--- src/rtl/ast_pkg.sv ---
// Shared types and width helpers for the one-hot Avalon-ST demux.
package ast_pkg;

  typedef enum logic {
    ST_IDLE = 1'b0,
    ST_PKT  = 1'b1
  } ast_state_e;

  // Empty field width: a single-symbol beat still carries a 1-bit empty.
  function automatic int empty_w(input int symbols);
    return (symbols <= 1) ? 1 : $clog2(symbols);
  endfunction

  // Direction pointer width: at least one bit, even for a single direction.
  function automatic int ptr_w(input int dirs);
    return (dirs <= 1) ? 1 : $clog2(dirs);
  endfunction

endpackage

--- src/rtl/one_hot_ast_demux_if.sv ---
// Avalon-ST bundle: one sink stream in, OUT_DIRS_CNT source streams out.
interface one_hot_ast_demux_if
  import ast_pkg::*;
#(
  parameter int BYTE_W       = 8,
  parameter int OUT_DIRS_CNT = 8,
  parameter int AST_SYMBOLS  = 1,
  parameter int AST_EMPTY_W  = empty_w(AST_SYMBOLS)
);
  localparam int DATA_W = AST_SYMBOLS * BYTE_W;

  logic [DATA_W-1:0]                          ast_sink_data_i;
  logic                                       ast_sink_valid_i;
  logic                                       ast_sink_ready_o;
  logic [AST_EMPTY_W-1:0]                     ast_sink_empty_i;
  logic                                       ast_sink_startofpacket_i;
  logic                                       ast_sink_endofpacket_i;

  logic [OUT_DIRS_CNT-1:0][DATA_W-1:0]        ast_source_data_o;
  logic [OUT_DIRS_CNT-1:0]                    ast_source_valid_o;
  logic [OUT_DIRS_CNT-1:0]                    ast_source_ready_i;
  logic [OUT_DIRS_CNT-1:0][AST_EMPTY_W-1:0]   ast_source_empty_o;
  logic [OUT_DIRS_CNT-1:0]                    ast_source_startofpacket_o;
  logic [OUT_DIRS_CNT-1:0]                    ast_source_endofpacket_o;

  // Environment side: produces the sink stream, consumes the sources.
  modport master (
    output ast_sink_data_i, ast_sink_valid_i, ast_sink_empty_i,
           ast_sink_startofpacket_i, ast_sink_endofpacket_i,
    input  ast_sink_ready_o,
    input  ast_source_data_o, ast_source_valid_o, ast_source_empty_o,
           ast_source_startofpacket_o, ast_source_endofpacket_o,
    output ast_source_ready_i
  );

  // Demux side.
  modport slave (
    input  ast_sink_data_i, ast_sink_valid_i, ast_sink_empty_i,
           ast_sink_startofpacket_i, ast_sink_endofpacket_i,
    output ast_sink_ready_o,
    output ast_source_data_o, ast_source_valid_o, ast_source_empty_o,
           ast_source_startofpacket_o, ast_source_endofpacket_o,
    input  ast_source_ready_i
  );
endinterface

--- src/rtl/ast_pipe_stage.sv ---
// One-entry valid/ready register; accepts a new word in the same cycle the
// held word leaves, so a ready consumer sees full throughput.
module ast_pipe_stage #(
  parameter int W = 8
) (
  input  logic         clk_i,
  input  logic         srst_i,
  input  logic         i_valid,
  output logic         o_ready,
  input  logic [W-1:0] i_data,
  output logic         o_valid,
  input  logic         i_ready,
  output logic [W-1:0] o_data
);
  logic         r_vld_p1;
  logic [W-1:0] r_data_p1;

  assign o_ready = !r_vld_p1 || i_ready;
  assign o_valid = r_vld_p1;
  assign o_data  = r_data_p1;

  // Occupancy flag: refilled or emptied whenever the held word can move.
  always_ff @(posedge clk_i) begin
    if (srst_i)       r_vld_p1 <= 1'b0;
    else if (o_ready) r_vld_p1 <= i_valid;
  end

  // Payload: captured only on an actual load, otherwise held stable.
  always_ff @(posedge clk_i) begin
    if (i_valid && o_ready) r_data_p1 <= i_data;
  end
endmodule

--- src/rtl/one_hot_ast_demux.sv ---
// Round-robin packet demux: each whole packet goes to one direction, beats
// outside a packet are discarded and counted.
module one_hot_ast_demux
  import ast_pkg::*;
#(
  parameter int BYTE_W       = 8,
  parameter int OUT_DIRS_CNT = 8,
  parameter int AST_SYMBOLS  = 1,
  parameter int AST_EMPTY_W  = empty_w(AST_SYMBOLS)
) (
  input  logic                clk_i,
  input  logic                srst_i,
  one_hot_ast_demux_if.slave  bus,
  output logic [15:0]         drop_cnt_o
);
  localparam int DATA_W = AST_SYMBOLS * BYTE_W;
  localparam int PTR_W  = ptr_w(OUT_DIRS_CNT);
  localparam int STG_W  = DATA_W + AST_EMPTY_W + 2 + PTR_W;

  ast_state_e         r_state;
  logic [PTR_W-1:0]   r_dir_ptr;
  logic [PTR_W-1:0]   r_dest;
  logic [15:0]        r_drop_cnt;

  logic               w_drop;
  logic               w_accept;
  logic               w_stage_rdy;
  logic               w_stage_vld_p0;
  logic [PTR_W-1:0]   w_dest_p0;
  logic [PTR_W-1:0]   w_ptr_nxt;
  logic [STG_W-1:0]   w_stg_d_p0;

  logic               w_vld_p1;
  logic               w_dest_rdy_p1;
  logic [STG_W-1:0]   w_stg_q_p1;
  logic [DATA_W-1:0]  w_data_p1;
  logic [AST_EMPTY_W-1:0] w_empty_p1;
  logic               w_sop_p1;
  logic               w_eop_p1;
  logic [PTR_W-1:0]   w_dest_p1;

  function automatic logic [15:0] sat_inc16(input logic [15:0] v);
    return (v == 16'hFFFF) ? v : v + 16'd1;
  endfunction

  // A beat with no packet open is swallowed regardless of output state.
  assign w_drop    = (r_state == ST_IDLE) && !bus.ast_sink_startofpacket_i;
  assign w_dest_p0 = (r_state == ST_IDLE) ? r_dir_ptr : r_dest;
  assign w_ptr_nxt = (r_dir_ptr == PTR_W'(OUT_DIRS_CNT - 1)) ? '0 : r_dir_ptr + PTR_W'(1);

  assign bus.ast_sink_ready_o = srst_i ? 1'b0 : (w_drop ? 1'b1 : w_stage_rdy);
  assign w_accept       = bus.ast_sink_valid_i && bus.ast_sink_ready_o;
  assign w_stage_vld_p0 = bus.ast_sink_valid_i && !w_drop;
  assign w_stg_d_p0     = {bus.ast_sink_data_i, bus.ast_sink_empty_i,
                           bus.ast_sink_startofpacket_i, bus.ast_sink_endofpacket_i,
                           w_dest_p0};

  // Packet framing FSM: tracks open packet, dest, rotation and drop count.
  always_ff @(posedge clk_i) begin
    if (srst_i) begin
      r_state    <= ST_IDLE;
      r_dir_ptr  <= '0;
      r_drop_cnt <= '0;
    end else if (w_accept) begin
      case (r_state)
        ST_IDLE: begin
          if (!bus.ast_sink_startofpacket_i) begin
            r_drop_cnt <= sat_inc16(r_drop_cnt);
          end else if (bus.ast_sink_endofpacket_i) begin
            r_dir_ptr <= w_ptr_nxt;
          end else begin
            r_dest  <= r_dir_ptr;
            r_state <= ST_PKT;
          end
        end
        ST_PKT: begin
          if (bus.ast_sink_endofpacket_i) begin
            r_dir_ptr <= w_ptr_nxt;
            r_state   <= ST_IDLE;
          end
        end
        default: r_state <= ST_IDLE;
      endcase
    end
  end

  assign drop_cnt_o = r_drop_cnt;

  // ---- p0 -> p1: output register stage ----
  ast_pipe_stage #(.W(STG_W)) u_stage (
    .clk_i   (clk_i),
    .srst_i  (srst_i),
    .i_valid (w_stage_vld_p0),
    .o_ready (w_stage_rdy),
    .i_data  (w_stg_d_p0),
    .o_valid (w_vld_p1),
    .i_ready (w_dest_rdy_p1),
    .o_data  (w_stg_q_p1)
  );

  assign {w_data_p1, w_empty_p1, w_sop_p1, w_eop_p1, w_dest_p1} = w_stg_q_p1;

  // Only the held beat's own direction can release the stage.
  always_comb begin
    w_dest_rdy_p1 = 1'b0;
    for (int i = 0; i < OUT_DIRS_CNT; i++) begin
      if (w_dest_p1 == PTR_W'(i)) w_dest_rdy_p1 = bus.ast_source_ready_i[i];
    end
  end

  // One-hot valid on the destination; payload broadcast to every direction.
  always_comb begin
    bus.ast_source_valid_o         = '0;
    bus.ast_source_data_o          = '0;
    bus.ast_source_empty_o         = '0;
    bus.ast_source_startofpacket_o = '0;
    bus.ast_source_endofpacket_o   = '0;
    for (int i = 0; i < OUT_DIRS_CNT; i++) begin
      bus.ast_source_valid_o[i]         = w_vld_p1 && (w_dest_p1 == PTR_W'(i));
      bus.ast_source_data_o[i]          = w_data_p1;
      bus.ast_source_empty_o[i]         = w_empty_p1;
      bus.ast_source_startofpacket_o[i] = w_sop_p1;
      bus.ast_source_endofpacket_o[i]   = w_eop_p1;
    end
  end
endmodule

--- src/flat_wrapper.sv ---
// flat-port wrapper written by rule: the top's interface ports become plain ports
module one_hot_ast_demux_flat import ast_pkg::*;
#(
  parameter int BYTE_W       = 8,
  parameter int OUT_DIRS_CNT = 8,
  parameter int AST_SYMBOLS  = 1,
  parameter int AST_EMPTY_W  = empty_w(AST_SYMBOLS)
)
  (clk_i, srst_i, drop_cnt_o, bus_ast_sink_data_i, bus_ast_sink_valid_i, bus_ast_sink_empty_i, bus_ast_sink_startofpacket_i, bus_ast_sink_endofpacket_i, bus_ast_sink_ready_o, bus_ast_source_data_o, bus_ast_source_valid_o, bus_ast_source_empty_o, bus_ast_source_startofpacket_o, bus_ast_source_endofpacket_o, bus_ast_source_ready_i);
  one_hot_ast_demux_if #(.BYTE_W(BYTE_W), .OUT_DIRS_CNT(OUT_DIRS_CNT), .AST_SYMBOLS(AST_SYMBOLS), .AST_EMPTY_W(AST_EMPTY_W)) bus_i ();
  input  logic clk_i;
  input  logic srst_i;
  output logic [15:0] drop_cnt_o;
  input wire logic [$bits(bus_i.ast_sink_data_i)-1:0] bus_ast_sink_data_i;
  input wire logic [$bits(bus_i.ast_sink_valid_i)-1:0] bus_ast_sink_valid_i;
  input wire logic [$bits(bus_i.ast_sink_empty_i)-1:0] bus_ast_sink_empty_i;
  input wire logic [$bits(bus_i.ast_sink_startofpacket_i)-1:0] bus_ast_sink_startofpacket_i;
  input wire logic [$bits(bus_i.ast_sink_endofpacket_i)-1:0] bus_ast_sink_endofpacket_i;
  output wire logic [$bits(bus_i.ast_sink_ready_o)-1:0] bus_ast_sink_ready_o;
  output wire logic [$bits(bus_i.ast_source_data_o)-1:0] bus_ast_source_data_o;
  output wire logic [$bits(bus_i.ast_source_valid_o)-1:0] bus_ast_source_valid_o;
  output wire logic [$bits(bus_i.ast_source_empty_o)-1:0] bus_ast_source_empty_o;
  output wire logic [$bits(bus_i.ast_source_startofpacket_o)-1:0] bus_ast_source_startofpacket_o;
  output wire logic [$bits(bus_i.ast_source_endofpacket_o)-1:0] bus_ast_source_endofpacket_o;
  input wire logic [$bits(bus_i.ast_source_ready_i)-1:0] bus_ast_source_ready_i;
  assign bus_i.ast_sink_data_i = bus_ast_sink_data_i;
  assign bus_i.ast_sink_valid_i = bus_ast_sink_valid_i;
  assign bus_i.ast_sink_empty_i = bus_ast_sink_empty_i;
  assign bus_i.ast_sink_startofpacket_i = bus_ast_sink_startofpacket_i;
  assign bus_i.ast_sink_endofpacket_i = bus_ast_sink_endofpacket_i;
  assign bus_ast_sink_ready_o = bus_i.ast_sink_ready_o;
  assign bus_ast_source_data_o = bus_i.ast_source_data_o;
  assign bus_ast_source_valid_o = bus_i.ast_source_valid_o;
  assign bus_ast_source_empty_o = bus_i.ast_source_empty_o;
  assign bus_ast_source_startofpacket_o = bus_i.ast_source_startofpacket_o;
  assign bus_ast_source_endofpacket_o = bus_i.ast_source_endofpacket_o;
  assign bus_i.ast_source_ready_i = bus_ast_source_ready_i;
  one_hot_ast_demux #(.BYTE_W(BYTE_W), .OUT_DIRS_CNT(OUT_DIRS_CNT), .AST_SYMBOLS(AST_SYMBOLS), .AST_EMPTY_W(AST_EMPTY_W)) u_core (.clk_i(clk_i), .srst_i(srst_i), .bus(bus_i), .drop_cnt_o(drop_cnt_o));
endmodule
--- config.mk ---
export PLATFORM = sky130hd
export DESIGN_NAME = one_hot_ast_demux_flat
export DESIGN_NICKNAME = d
export VERILOG_FILES = /design/src/rtl/ast_pkg.sv /design/src/rtl/one_hot_ast_demux_if.sv /design/src/rtl/ast_pipe_stage.sv /design/src/rtl/one_hot_ast_demux.sv /design/src/flat_wrapper.sv
export SDC_FILE = /design/constraint.sdc
export NUM_CORES = 1
export LEC_CHECK = 0
export CAP_MARGIN = 20
export CORE_ASPECT_RATIO = 2
export CORE_UTILIZATION = 42
export CTS_CLUSTER_SIZE = 16
export DETAILED_ROUTE_END_ITERATION = 12
export PLACE_DENSITY_LB_ADDON = 0.08
export RECOVER_POWER = 50
export REMOVE_ABC_BUFFERS = 1
export SYNTH_ARGS = -nofsm -noshare
export SYNTH_HDL_FRONTEND = slang
export SYNTH_SLANG_ARGS = --single-unit
export TNS_END_PERCENT = 10
--- constraint.sdc ---
create_clock -name clk_i -period 7 [get_ports clk_i]
set_input_delay 0.7 -clock clk_i [delete_from_list [all_inputs] [get_ports clk_i]]
set_output_delay 0.7 -clock clk_i [all_outputs]
set_load 0.02 [all_outputs]
* After elaboration in Yosys (flattened, before gate mapping)
Index checks and enable logic that the tools add are counted.
W data, S select, Z words.
** Storage, ports and cells
- Logic and storage cells :: 61
- Register bits after elaboration :: 38
- Output and inout bits :: 113
** Operators by class
- Bitwise logic cells :: 5
- Add/sub/neg operators :: 2
- Eq/ne operators :: 10
- Reduce and logical (&&, ||, !) cells :: 20
- Muxes and demuxes :: 18
** Operators by type and width (count)
- $add A16 B1 Y16 const B :: 1
- $eq A16 B16 Y1 const B :: 1
- $eq A3 B3 Y1 const B :: 5
- $logic_and A1 B1 Y1 :: 12
- $mux W1 :: 12
- $mux W3 :: 4
- $eq A3 B2 Y1 const B :: 2
- $pmux W3 S2 :: 1
- $not A1 Y1 :: 5
- $reduce_and A5 Y1 :: 1
- $reduce_and A4 Y1 :: 1
- $add A3 B1 Y3 const B :: 1
- $eq A3 B1 Y1 const B :: 1
- $logic_not A1 Y1 :: 3
- $logic_not A3 Y1 :: 1
- $ne A2 B2 Y1 const B :: 1
- $pmux W1 S2 :: 1
- $reduce_and A2 Y1 :: 1
- $logic_or A1 B1 Y1 :: 1

* Depth between registers and ports, before layout
- Word-level depth :: 14
- Mapped depth :: 7
- Mapped depth without buffers :: 6

* Modules after synthesis
Synthesis repeated with hierarchy kept, for this count alone.
** Second synthesis, totals
- Cells, all modules :: 251
- Area total of the unflattened synthesis :: 2367.3 sq um
** Modules (own cells, without submodules)
- one_hot_ast_demux :: area each 1891.8 sq um, cells an instance 232, seq. area each 490.5 sq um, times used 1
- ast_pipe_stage :: area each 475.5 sq um, cells an instance 19, seq. area each 440.4 sq um, times used 1

* Least setup slack after synthesis
Ideal clock, no wire load.
- Path type :: input to output
- From :: input port bus_ast_source_ready_i[1]
- To :: output port bus_ast_sink_ready_o
- Cell stages on the path :: 5
- Slack :: 4.605 ns
- Required time :: 6.300 ns
- Data arrival time :: 1.695 ns
- Buffers on the path :: 0
- Cell sequence :: mux2i_1 > o21a_1 > o221ai_1 > a21oi_1 > a21oi_1
** On the way
- Longest elaborated chain between the ends :: 10
** Ends and longest elaborated chain
- start: declaration :: line flat_wrapper.sv:25 : input wire logic [$bits(bus_i.ast_source_ready_i)-1:0] bus_ast_source_ready_i;
- $mux W1 (7 in a row) :: line one_hot_ast_demux.sv:107 : if (w_dest_p1 == PTR_W'(i)) w_dest_rdy_p1 = bus.ast_source_ready_i[i];
- $logic_or A1 B1 Y1 :: line ast_pipe_stage.sv:18 : assign o_ready = !r_vld_p1 || i_ready;
- $mux W1 (2 in a row) :: line one_hot_ast_demux.sv:51 : assign bus.ast_sink_ready_o = srst_i ? 1'b0 : (w_drop ? 1'b1 : w_stage_rdy);
- end: declaration :: line flat_wrapper.sv:19 : output wire logic [$bits(bus_i.ast_sink_ready_o)-1:0] bus_ast_sink_ready_o;
Every way passes these cells.

* Worst setup path in the final report
- From :: input port bus_ast_source_ready_i[5]
- To :: output port bus_ast_sink_ready_o
** On the way
- Longest elaborated chain between the ends :: 6
** Ends and longest elaborated chain (line)
- $mux W1 (3 in a row) :: one_hot_ast_demux.sv:107
- $logic_or A1 B1 Y1 :: ast_pipe_stage.sv:18
- $mux W1 (2 in a row) :: one_hot_ast_demux.sv:51
Every way passes these cells.

==> run metrics <==
# diodes 0; via count 1827; VDD IR max 0.000133 V; GR Util All Layers 18.2%; Sum Neg Setup Slack 0 ns; clk sinks 38; crit path launch type primary input; post-cts sizing count 0; FMAX 297 MHz; Cell variety after synth 38; Core Region 5470 sq um; Final Core Density 59.3%; outcome finished, final reports clean; final hold vios 0; share of layout cells above drive strength 1 6.84%; Hold Path Class flip-flop to flip-flop; Tmin final 3.37 ns; ANT nets after route 0; WL/cell 14.4 um; Final Power 0.000527 W; endpoints failing setup 0; first-pass GRT wire length 8530 um; Reg clk slew, reported paths 0.07 ns; CTS Hold Bufs 0; final WL 5300 um; synthesized area per cell 9.39 sq um; Skew-Pair Late Insertion Delay 0.29 ns; # DRC 0; Die Height 109 um; Seq cells post-synth 38; post-synthesis cell count 257; Pwr Density 163 nW/um^2; number of DRC markers in iteration 0 37; Critical Path End Type primary output; Via density 4.98; Synth Cell Area 2410 sq um; P_leak 1.19 nW; unrepaired setup endpoints after global routing false; Worst Setup Path Type primary input to primary output; Initial DRT Pass Iterations 4; part of the Yosys area used for sequential elements 38.6%; post-detail-place hpwl 4190 um; effective utilization at floorplan 44.1%; synth warn 0; number of buffers added for setup after CTS 0; FP Rows 38; Tcrit/Tclk final 48.1%; max-slew violations 0; max-cap viol count 0; vias in the first global route 1715; area delta synth->final 34.3%; Rel. slew slack 32.1%; nets@finish 331; total CTS buffers 5; Worst-Margin Slew 1.01 ns; maximum clock path buffer count 2; DIE AREA 6070 sq um; H-tree levels 2; total gr overflow 0; CP Data Arrival Time 2.67 ns; initial antenna violation count 0; Root Buffer clkbuf_8; Critical Path RT 6.30 ns; largest net degree at the start of global routing 25; GP Congestion 0.816; final setup skew 0.00272 ns; die span in x 55.6 um; number of I/O pins 135; Port-buffer cells 134; Worst Path Max Fanout 4; CTS tree built
## cell usage in the layout, fill, tap and decap left out, types with 7 or more instances in the layout
cell type,instances
nand3_1,7
dlygate4sd3_1,77
xnor2_1,13
clkdlybuf4s50_1,57
dfxtp_1,21
nor2_1,24
nand2_1,11
nor3_1,10
edfxtp_1,17
## where the power goes
part / internal (W) / switching (W)
Clock: 0.0000681 / 0.0000769
Sequential: 0.000241 / 0.0000122
Combinational: 0.0000626 / 0.0000667
## routing by layer
| layer | routed length [um] | vias up | GRT usage, % |
|---|---|---|---|
| li1 | - | 882 | - |
| met1 | 1840 | 828 | 17.3 |
| met2 | 2920 | 108 | 36.1 |
| met3 | 424 | 9 | 3.91 |
| met4 | 114 | 0 | 8.21 |
| met5 | 0 | - | 0 |
## through the flow
step | setup slack, ns | cell area (sq um) | std cells | hold WS, ns
6_report | 3.63 | 3240 | 367 | 0.488
5_1_grt | 3.41 | 3240 | 367 | 0.522
4_1_cts | 3.66 | 3240 | 367 | 0.491
3_5_place_dp | 3.65 | 3160 | 359 | 0.475
3_3_place_gp | 3.69 | 3150 | 358 | 0.479
2_1_floorplan | 4.61 | 1720 | 163 | 0.444
## flip-flops by register name (all words and copies together) (netlist names)
signal,cells
u_core.drop_cnt_o,16
u_core.u_stage.o_data,14
u_core.r_dest,3
u_core.r_dir_ptr,3
u_core.r_state,1
u_core.u_stage.o_valid,1
## layout make-up
class | count | area (sq um)
Inverter | 4 | 15.0
Clock inverter | 3 | 16.3
Sequential cell | 38 | 931
Timing Repair Buffer | 136 | 1360
Clock buffer | 5 | 68.8
Fill cell | 465 | 2230
Tap cell | 60 | 75.1
Multi-Input combinational cell | 121 | 776
## worst max-delay path, stage by stage
cell and delay (ns):
dlygate4sd3_1 0.55, nor2b_1 0.13, o21ai_0 0.14, o221ai_1 0.22
a21oi_1 0.27, a21oi_1 0.10, clkdlybuf4s50_1 0.55
## cell usage after synthesis (all sizes together)
cell type / n / area, sq um
nor3: 10 / 50.1
ha: 3 / 37.5
mux2: 6 / 67.6
o21ai: 4 / 20.0
o221ai: 1 / 8.76
inv: 4 / 15.0
a21oi: 5 / 25.0
nor2: 24 / 90.1
o211ai: 1 / 7.51
a21o: 1 / 7.51
edfxtp: 17 / 510
nand3b: 2 / 15.0
buf: 90 / 677
or4: 2 / 22.5
a31oi: 2 / 12.5
nand4: 3 / 18.8
a41oi: 1 / 8.76
nor2b: 6 / 37.5
o21a: 1 / 7.51
or2: 1 / 6.26
nand2b: 2 / 12.5
or4b: 1 / 10.0
nor3b: 1 / 12.5
mux2i: 2 / 20.0
nor4: 5 / 37.5
nand3: 7 / 35.0
dfxtp: 21 / 420
a31o: 1 / 8.76
a311oi: 2 / 17.5
clkbuf: 4 / 15.0
nor4b: 1 / 8.76
or3: 1 / 6.26
and4: 1 / 8.76
xnor2: 13 / 114
nand2: 11 / 41.3
## cell families (layout without fill, tap and decap cells)
group | Yosys count | count (layout) | share of synthesized area, %
xor+xnor | 13 | 13 | 4.72
flops | 38 | 38 | 38.6
fa+ha+maj | 3 | 3 | 1.56
mux | 8 | 8 | 3.63
simple gates | 78 | 78 | 17.1
buf+inv | 98 | 148 | 29.3
compound gates | 19 | 19 | 5.13
## path summary, 6_finish.rpt
| path | from | end | slack [ns] | cells past startpoint |
|---|---|---|---|---|
| max | bus_ast_source_ready_i[5] | bus_ast_sink_ready_o | 3.63 | 7 |
| min | u_core.r_dir_ptr[1]$_SDFFE_PP0P_ | u_core.r_dest[1]$_DFFE_PP_ | 0.49 | 0 |
| max reg2reg | u_core.r_state$_SDFFE_PP0P_ | u_core.drop_cnt_o[13]$_SDFFE_PP0P_ | 4.73 | 5 |
| min reg2reg | u_core.r_dir_ptr[1]$_SDFFE_PP0P_ | u_core.r_dest[1]$_DFFE_PP_ | 0.49 | 0 |
(Power assumes the default switching activity.)
